`config.mk`:
```
export PLATFORM = sky130hd
export DESIGN_NAME = instr_fetch_unit
export DESIGN_NICKNAME = d
export VERILOG_FILES = /design/src/rtl/instr_fetch_unit.sv
export SDC_FILE = /design/constraint.sdc
export NUM_CORES = 1
export LEC_CHECK = 0
export ABC_AREA = 1
export BUFFER_PORTS_ARGS = -buffer_cell sky130_fd_sc_hd__buf_4
export CAP_MARGIN = 20
export CORE_MARGIN = 4
export CORE_UTILIZATION = 48
export DETAILED_ROUTE_END_ITERATION = 8
export PLACE_DENSITY = 0.76
export SKIP_LAST_GASP = 1
export SLEW_MARGIN = 20
export SYNTH_ARGS = -nofsm -noshare
export SYNTH_HDL_FRONTEND = slang
export SYNTH_SLANG_ARGS = --single-unit
export TNS_END_PERCENT = 1
```
`constraint.sdc`:
```
create_clock -name clk_i -period 4.49 [get_ports clk_i]
set_input_delay 0 -clock clk_i [delete_from_list [all_inputs] [get_ports clk_i]]
set_output_delay 0 -clock clk_i [all_outputs]
set_load 0.05 [all_outputs]
```
`src/rtl/instr_fetch_unit.sv`:
```
// instr_fetch_unit: owns the PC, drives the instruction memory address, buffers
// fetched words and hands {pc, instr} to the decoder over valid/ready.
// Optional build macro FETCH_BYPASS_EN: when the buffer is empty the memory
// word is forwarded straight to the decoder in the same cycle.
//
// state   | meaning
// --------+--------------------------------------------------------------
// S_RUN   | normal sequential fetch
// S_FAULT | fetch stopped (misaligned redirect or PC beyond memory);
//         | left only through a redirect
module instr_fetch_unit #(
  parameter logic [31:0] RESET_PC        = 32'h0000_0000,
  parameter int unsigned IMEM_SIZE_BYTES = 4096,
  parameter int unsigned BUF_DEPTH       = 2
) (
  input  logic        clk_i,
  input  logic        rst_ni,
  input  logic        fetch_en_i,
  input  logic        redirect_i,
  input  logic [31:0] redirect_pc_i,
  output logic [31:0] imem_addr_o,
  input  logic [31:0] imem_rdata_i,
  output logic [31:0] instr_o,
  output logic [31:0] instr_pc_o,
  output logic        instr_valid_o,
  input  logic        instr_ready_i,
  output logic        fault_o,
  output logic [1:0]  fault_cause_o,
  output logic [31:0] fault_pc_o
);

  localparam int unsigned PW = (BUF_DEPTH > 1) ? $clog2(BUF_DEPTH) : 1;
  localparam int unsigned CW = PW + 1;
  localparam logic [31:0]   IMEM_LIMIT = 32'(IMEM_SIZE_BYTES);
  localparam logic [CW-1:0] DEPTH_C    = CW'(BUF_DEPTH);

  typedef enum logic {S_RUN, S_FAULT} state_e;

  state_e        state_q, state_d;
  logic [31:0]   pc_q, pc_d;
  logic [CW-1:0] cnt_q, cnt_d;
  logic [PW-1:0] rd_q, rd_d, wr_q, wr_d;
  logic [1:0]    cause_q, cause_d;
  logic [31:0]   fpc_q, fpc_d;
  logic [31:0]   buf_pc_q  [BUF_DEPTH];
  logic [31:0]   buf_ins_q [BUF_DEPTH];

  logic in_range, buf_nonempty, fetch_ok, bypass, pop_buf, push, push_buf, oor;

  // Fetch/handshake qualifiers shared by the datapath and the FSM
  always_comb begin
    in_range     = (pc_q < IMEM_LIMIT);
    buf_nonempty = (cnt_q != '0);
    fetch_ok     = (state_q == S_RUN) & fetch_en_i & ~redirect_i;
`ifdef FETCH_BYPASS_EN
    bypass       = fetch_ok & in_range & ~buf_nonempty;
`else
    bypass       = 1'b0;
`endif
    pop_buf      = buf_nonempty & instr_ready_i;
    push         = fetch_ok & in_range & ((cnt_q < DEPTH_C) | pop_buf);
    // a bypassed word that the decoder takes right away never enters the buffer
    push_buf     = push & ~(bypass & instr_ready_i);
    oor          = fetch_ok & ~in_range;
  end

  // State register
  always_ff @(posedge clk_i or negedge rst_ni) begin
    if (!rst_ni) state_q <= S_RUN;
    else         state_q <= state_d;
  end

  // Next-state logic: redirect wins, otherwise an out-of-range PC stops fetch
  always_comb begin
    state_d = state_q;
    if (redirect_i)
      state_d = (redirect_pc_i[1:0] != 2'b00) ? S_FAULT : S_RUN;
    else if (oor)
      state_d = S_FAULT;
  end

  // FSM outputs; fault is reported only once older instructions have drained
  always_comb begin
    instr_valid_o = buf_nonempty | bypass;
    fault_o       = (state_q == S_FAULT) & ~buf_nonempty;
    if (bypass) begin
      instr_o    = imem_rdata_i;
      instr_pc_o = pc_q;
    end else if (buf_nonempty) begin
      instr_o    = buf_ins_q[rd_q];
      instr_pc_o = buf_pc_q[rd_q];
    end else begin
      instr_o    = '0;
      instr_pc_o = '0;
    end
  end

  // Next values for PC, buffer bookkeeping and fault record
  always_comb begin
    pc_d    = pc_q;
    cnt_d   = cnt_q;
    rd_d    = rd_q;
    wr_d    = wr_q;
    cause_d = cause_q;
    fpc_d   = fpc_q;
    if (redirect_i) begin
      pc_d  = redirect_pc_i;
      cnt_d = '0;
      rd_d  = '0;
      wr_d  = '0;
      if (redirect_pc_i[1:0] != 2'b00) begin
        cause_d = 2'b01;
        fpc_d   = redirect_pc_i;
      end else begin
        cause_d = 2'b00;
        fpc_d   = '0;
      end
    end else begin
      if (push)     pc_d = pc_q + 32'd4;
      if (pop_buf)  rd_d = rd_q + PW'(1);
      if (push_buf) wr_d = wr_q + PW'(1);
      cnt_d = cnt_q + CW'(push_buf) - CW'(pop_buf);
      if (oor) begin
        cause_d = 2'b10;
        fpc_d   = pc_q;
      end
    end
  end

  // Control registers
  always_ff @(posedge clk_i or negedge rst_ni) begin
    if (!rst_ni) begin
      pc_q    <= RESET_PC;
      cnt_q   <= '0;
      rd_q    <= '0;
      wr_q    <= '0;
      cause_q <= 2'b00;
      fpc_q   <= '0;
    end else begin
      pc_q    <= pc_d;
      cnt_q   <= cnt_d;
      rd_q    <= rd_d;
      wr_q    <= wr_d;
      cause_q <= cause_d;
      fpc_q   <= fpc_d;
    end
  end

  // Buffer storage; contents are only observable through a nonzero count
  always_ff @(posedge clk_i) begin
    if (push_buf) begin
      buf_pc_q[wr_q]  <= pc_q;
      buf_ins_q[wr_q] <= imem_rdata_i;
    end
  end

  assign imem_addr_o   = pc_q;
  assign fault_cause_o = cause_q;
  assign fault_pc_o    = fpc_q;

endmodule

```
[After elaboration in Yosys (flattened, before gate mapping)]
Memory sizes are Yosys's and may differ from the RTL's.
Cells that the tools add are included.
Storage, ports and cells
  bits in writable memories: 128
  output and inout port bits: 132
  memories kept: 2
  register bits: 71
  input port bits: 69
Memory list
  buf_ins_q: words 2, width 32, read ports 1, clocked after Yosys merged registers in 0, wr ports 1, line 46  | logic [31:0] buf_ins_q [BUF_DEPTH];
  buf_pc_q: words 2, width 32, read ports 1, clocked after Yosys merged registers in 0, wr ports 1, line 45  | logic [31:0] buf_pc_q [BUF_DEPTH];
Cells by class
  reduce and logical (&&, ||, !) cells: 5
  $lt $le $gt $ge: 2
  multiplexer cells: 20
  add/sub/neg operators: 5
  bitwise gates (word level): 12
Operator list (number)
  32-bit 2-to-1 mux: 7
  32-bit by 3-bit adder with 32-bit output, second input constant: 1
  32-bit by 13-bit less-than comparator with 1-bit output, second input constant: 1
  1-bit 2-to-1 mux: 10
  2-bit nonzero test: 5
  1-bit bitwise AND: 7
  2-bit 2-to-1 mux: 3
  1-bit inverter: 4
  1-bit adder, second input constant: 2
  2-bit by 1-bit adder with 2-bit output: 1
  2-bit less-than comparator, second input constant: 1
  2-bit by 1-bit subtractor with 2-bit output: 1
  1-bit bitwise OR: 1

[Logic depth before layout (Yosys ltp)]
  word-level depth: 8
  mapped depth: 10

[Worst setup path after synthesis]
Ideal clock, no wire load.
  kind: reg-to-reg
  start point: register pc_q[23], in the netlist imem_addr_o[23]
  end point: memory buf_ins_q[0][0] (enable)
  data required time: 4.003 ns
  path buffers: 1
  arrival: 3.995 ns
  stages on the path, launching flop included: 7
  setup slack: 0.008 ns
  setup time: 0.487 ns
  path through: dfrtp_1 > nor2_2 > nand2_1 > nor2_2 > nand4_4 > buf_6 > nor2_1
Between the ends
  word-level cells in the longest chain between the ends: 5
Ends and longest elaborated chain
  from (decl): line 40  | logic [31:0] pc_q, pc_d;
  from (signal assigned): line 140  | pc_q <= pc_d;
  32-bit by 13-bit less-than comparator with 1-bit output: line 52  | in_range = (pc_q < IMEM_LIMIT);
  1-bit bitwise AND (2 in series): line 61  | push = fetch_ok & in_range & ((cnt_q < DEPTH_C) | pop_buf);
  1-bit 2-to-1 mux: line 151  | if (push_buf) begin
  1-bit 2-to-1 mux (implied by the code): line 153  | buf_ins_q[wr_q] <= imem_rdata_i;
  to (decl): line 46
No other way between the ends.

[Worst setup path in the final report]
  start point: register rd_q
  end point: output port instr_o[16]
Between the ends
  word-level cells in the longest chain between the ends: 2
Ends and longest elaborated chain
  from (decl): line 42  | logic [PW-1:0] rd_q, rd_d, wr_q, wr_d;
  from (signal assigned): line 142  | rd_q <= rd_d;
  memory read 2 x 32 bit
  32-bit 2-to-1 mux: line 89  | end else if (buf_nonempty) begin
  to (decl): line 23  | output logic [31:0] instr_o,
No other way between the ends.

==> metrics <==
Setup Viol. Count Final 0; syn_nets 872; CTS buffer count 17; filler cell count 1239; setup TNS 0 ns; largest net degree at the start of global routing 95; crit path max fanout 66; Final min period 2.97 ns; I/O pin count 201; clock slew at reported path FFs 0.08 ns; final hold violations 0; vias in the first global route 6393; Max Used Layer met4; Synth top cells by count 278 x nand2_1, 128 x edfxtp_1, 71 x dfrtp_1; worst r2r path cells 4; Antenna diodes 0; VDD IR max 0.290 mV; initial antenna violation count 0; H-tree depth 4; met2 wire length 10.5 mm; Crit Reg-Reg Endpoint rd_q; Critical Path RT 4.49 ns; Yosys top cell by area edfxtp_1; Relative slew margins 36.2%; Die Span Y 140 µm; async set or reset register ratio after synthesis 35.7%; status completed; Port Buffers 200; Core Region 0.0168 mm²; Routed met3 length 1.36 mm; EDFF count, synth 128; CTS Buffer Depth 2; CP endpoint instr_o[16]; final slew viol count 0; Max Freq 336 MHz; critical path arrival 2.97 ns; FF-to-FF Start rd_q; WHS 0.0231 ns; Via-to-Cell Ratio 5.22; Die ar. 0.0195 mm²; router iterations before antenna repair 5; clk sinks 199; Setup CP Type flip-flop to output port; Startpoint Class flip-flop; Area after DPL 0.00996 mm²; FP Rows 47; final instance area 0.0112 mm²; post-CTS sizing 0; Crit. End Element output port; die width 140 µm; unrepaired setup endpoints after global routing no; Primary FF master, synth edfxtp_1; initial core utilization 49.7%; post-detailed-route count of antenna-violating nets 0; final period utilization 66.2%; Synth top area share 46.2%; RD Place Congestion 0.862; cell area power density 381 mW/mm²; Reg2Reg Setup Slack 1.97 ns; Post-Route M1 WL 9.34 mm; skew final 0.0146 ns; synthesized area 0.00832 mm²; routed wire length 21.7 mm; Pleak 0.00497 µW; Mapped Cells 800; hold crit path type input pin to flip-flop; GRT Residual Overflow 0; Synth Area per Inst 10.4 µm²; Root Buffer clkbuf_16; number of max-cap violations 0; Clk Latency, worst-skew pair 0.44 ns; final net count 1120; Tot GR Track Use 21.9%; first-pass GRT wire length 33.9 mm; share of layout cells above drive strength 1 24.3%; hpwl dp 13.9 mm; most numerous cell in the Yosys netlist nand2_1; vias after detailed routing 6682; Synth Warn # 0; Crit. Startpoint rd_q; main area contributors after synthesis edfxtp_1 46%, dfrtp_1 21%, nand2_1 13%; slew at the pin closest to its max-slew limit 0.957 ns; Seq cells post-synth 199; sequential share of the synthesized area 67.5%; CTS tree done; synth unique cells 27; Detailed Route Iter0 Violations 515; area grow syn2layout 34.8%; setup bufs post-CTS 0; post-DR wirelength/cell 16.9 µm; DRC viols 0
-- cell usage in the layout (no fill, tap or decap), types with 2 or more instances in the layout --
master and n:
clkinv_4 4, nand3_1 58, clkinv_2 2, a21oi_1 65, dlygate4sd3_1 66, dfrtp_1 70, ha_1 3, o22ai_1 29
nand2_4 2, inv_6 5, nor2_2 7, nand4_1 4, clkbuf_16 18, nor2_4 4, nand2_1 278, o21ai_0 27
nor2_1 28, inv_1 40, xor2_1 3, edfxtp_1 128, buf_4 208
-- routing by layer --
metal / GRT usage [%] / vias to the layer above
li1: - / 3194
met1: 29.9 / 3221
met2: 34.4 / 234
met3: 5.45 / 33
met4: 7.85 / 0
met5: 0 / -
-- registers in the layout, indices dropped and copies added (netlist names) --
register and flops:
imem_addr_o 32, buf_pc_q 64, buf_ins_q 64, fault_pc_o 32
fault_cause_o 2, cnt_q 2, rd_q 1, wr_q 1
state_q 1
-- repair_timing --
item                       in CTS  in global routing
hold endpoints to repair      197                  0
hold buffers                   66                  0
setup endpoints to repair       0                  0
-- report_power, final --
| group | internal, µW | switching [µW] | total, µW |
|---|---|---|---|
| Combinational | 220 | 437 | 657 |
| Sequential | 2030 | 75.8 | 2100 |
| Clock | 828 | 688 | 1520 |
| Total | 3070 | 1200 | 4270 |
-- worst min path at each step --
stage / start / cells past startpoint / end / slack (ns)
floorplan: rst_ni / 0 / cnt_q[0] / -0.30
global placement: rst_ni / 1 / fault_pc_o[9] / 0.18
detailed placement: rst_ni / 1 / fault_pc_o[10] / 0.18
CTS: fetch_en_i / 5 / imem_addr_o[12] / 0.003
global route: fetch_en_i / 5 / imem_addr_o[12] / 0.04
finish: fetch_en_i / 5 / imem_addr_o[12] / 0.02
-- worst max-delay path: stages (launching register included) --
cell and delay [ns]:
dfrtp_2 0.34, buf_4 0.56, clkinv_2 0.95, nand2_1 0.30
a21oi_1 0.13, buf_4 0.24
-- cells by family (layout without fill, tap and decap cells) --
kind of cell	after synthesis	count (layout)	share of synthesized area [%]
DFF	199	199	67.5
buffers and inverters	88	349	4.69
adders and majority gates	3	3	0.451
xor gates and xnor gates	4	4	0.421
and+or+nand+nor	383	383	19.0
AOI/OAI and AO/OA	123	123	7.89
-- through the flow --
stage,util (%),instances,total power (µW),setup WS [ns]
floorplan,-,800,2510,0.00790
global placement,59.4,1183,2740,1.99
detailed placement,59.4,1183,2740,1.95
CTS,66.9,1281,4290,1.64
global route,66.9,1281,4430,1.30
finish,66.9,1281,4270,1.52
-- cell type report --
cell class                      count  area (µm²)  share of cell area [%]
Multi-Input combinational cell    513        2340                    20.8
Timing Repair Buffer              274        2220                    19.8
Inverter                           43         164                    1.46
Tap cell                          220         275                    2.45
Clock inverter                     13         131                    1.17
Clock buffer                       19         464                    4.14
Sequential cell                   199        5620                    50.1
Note: power is estimated with default switching activity, not from simulation.
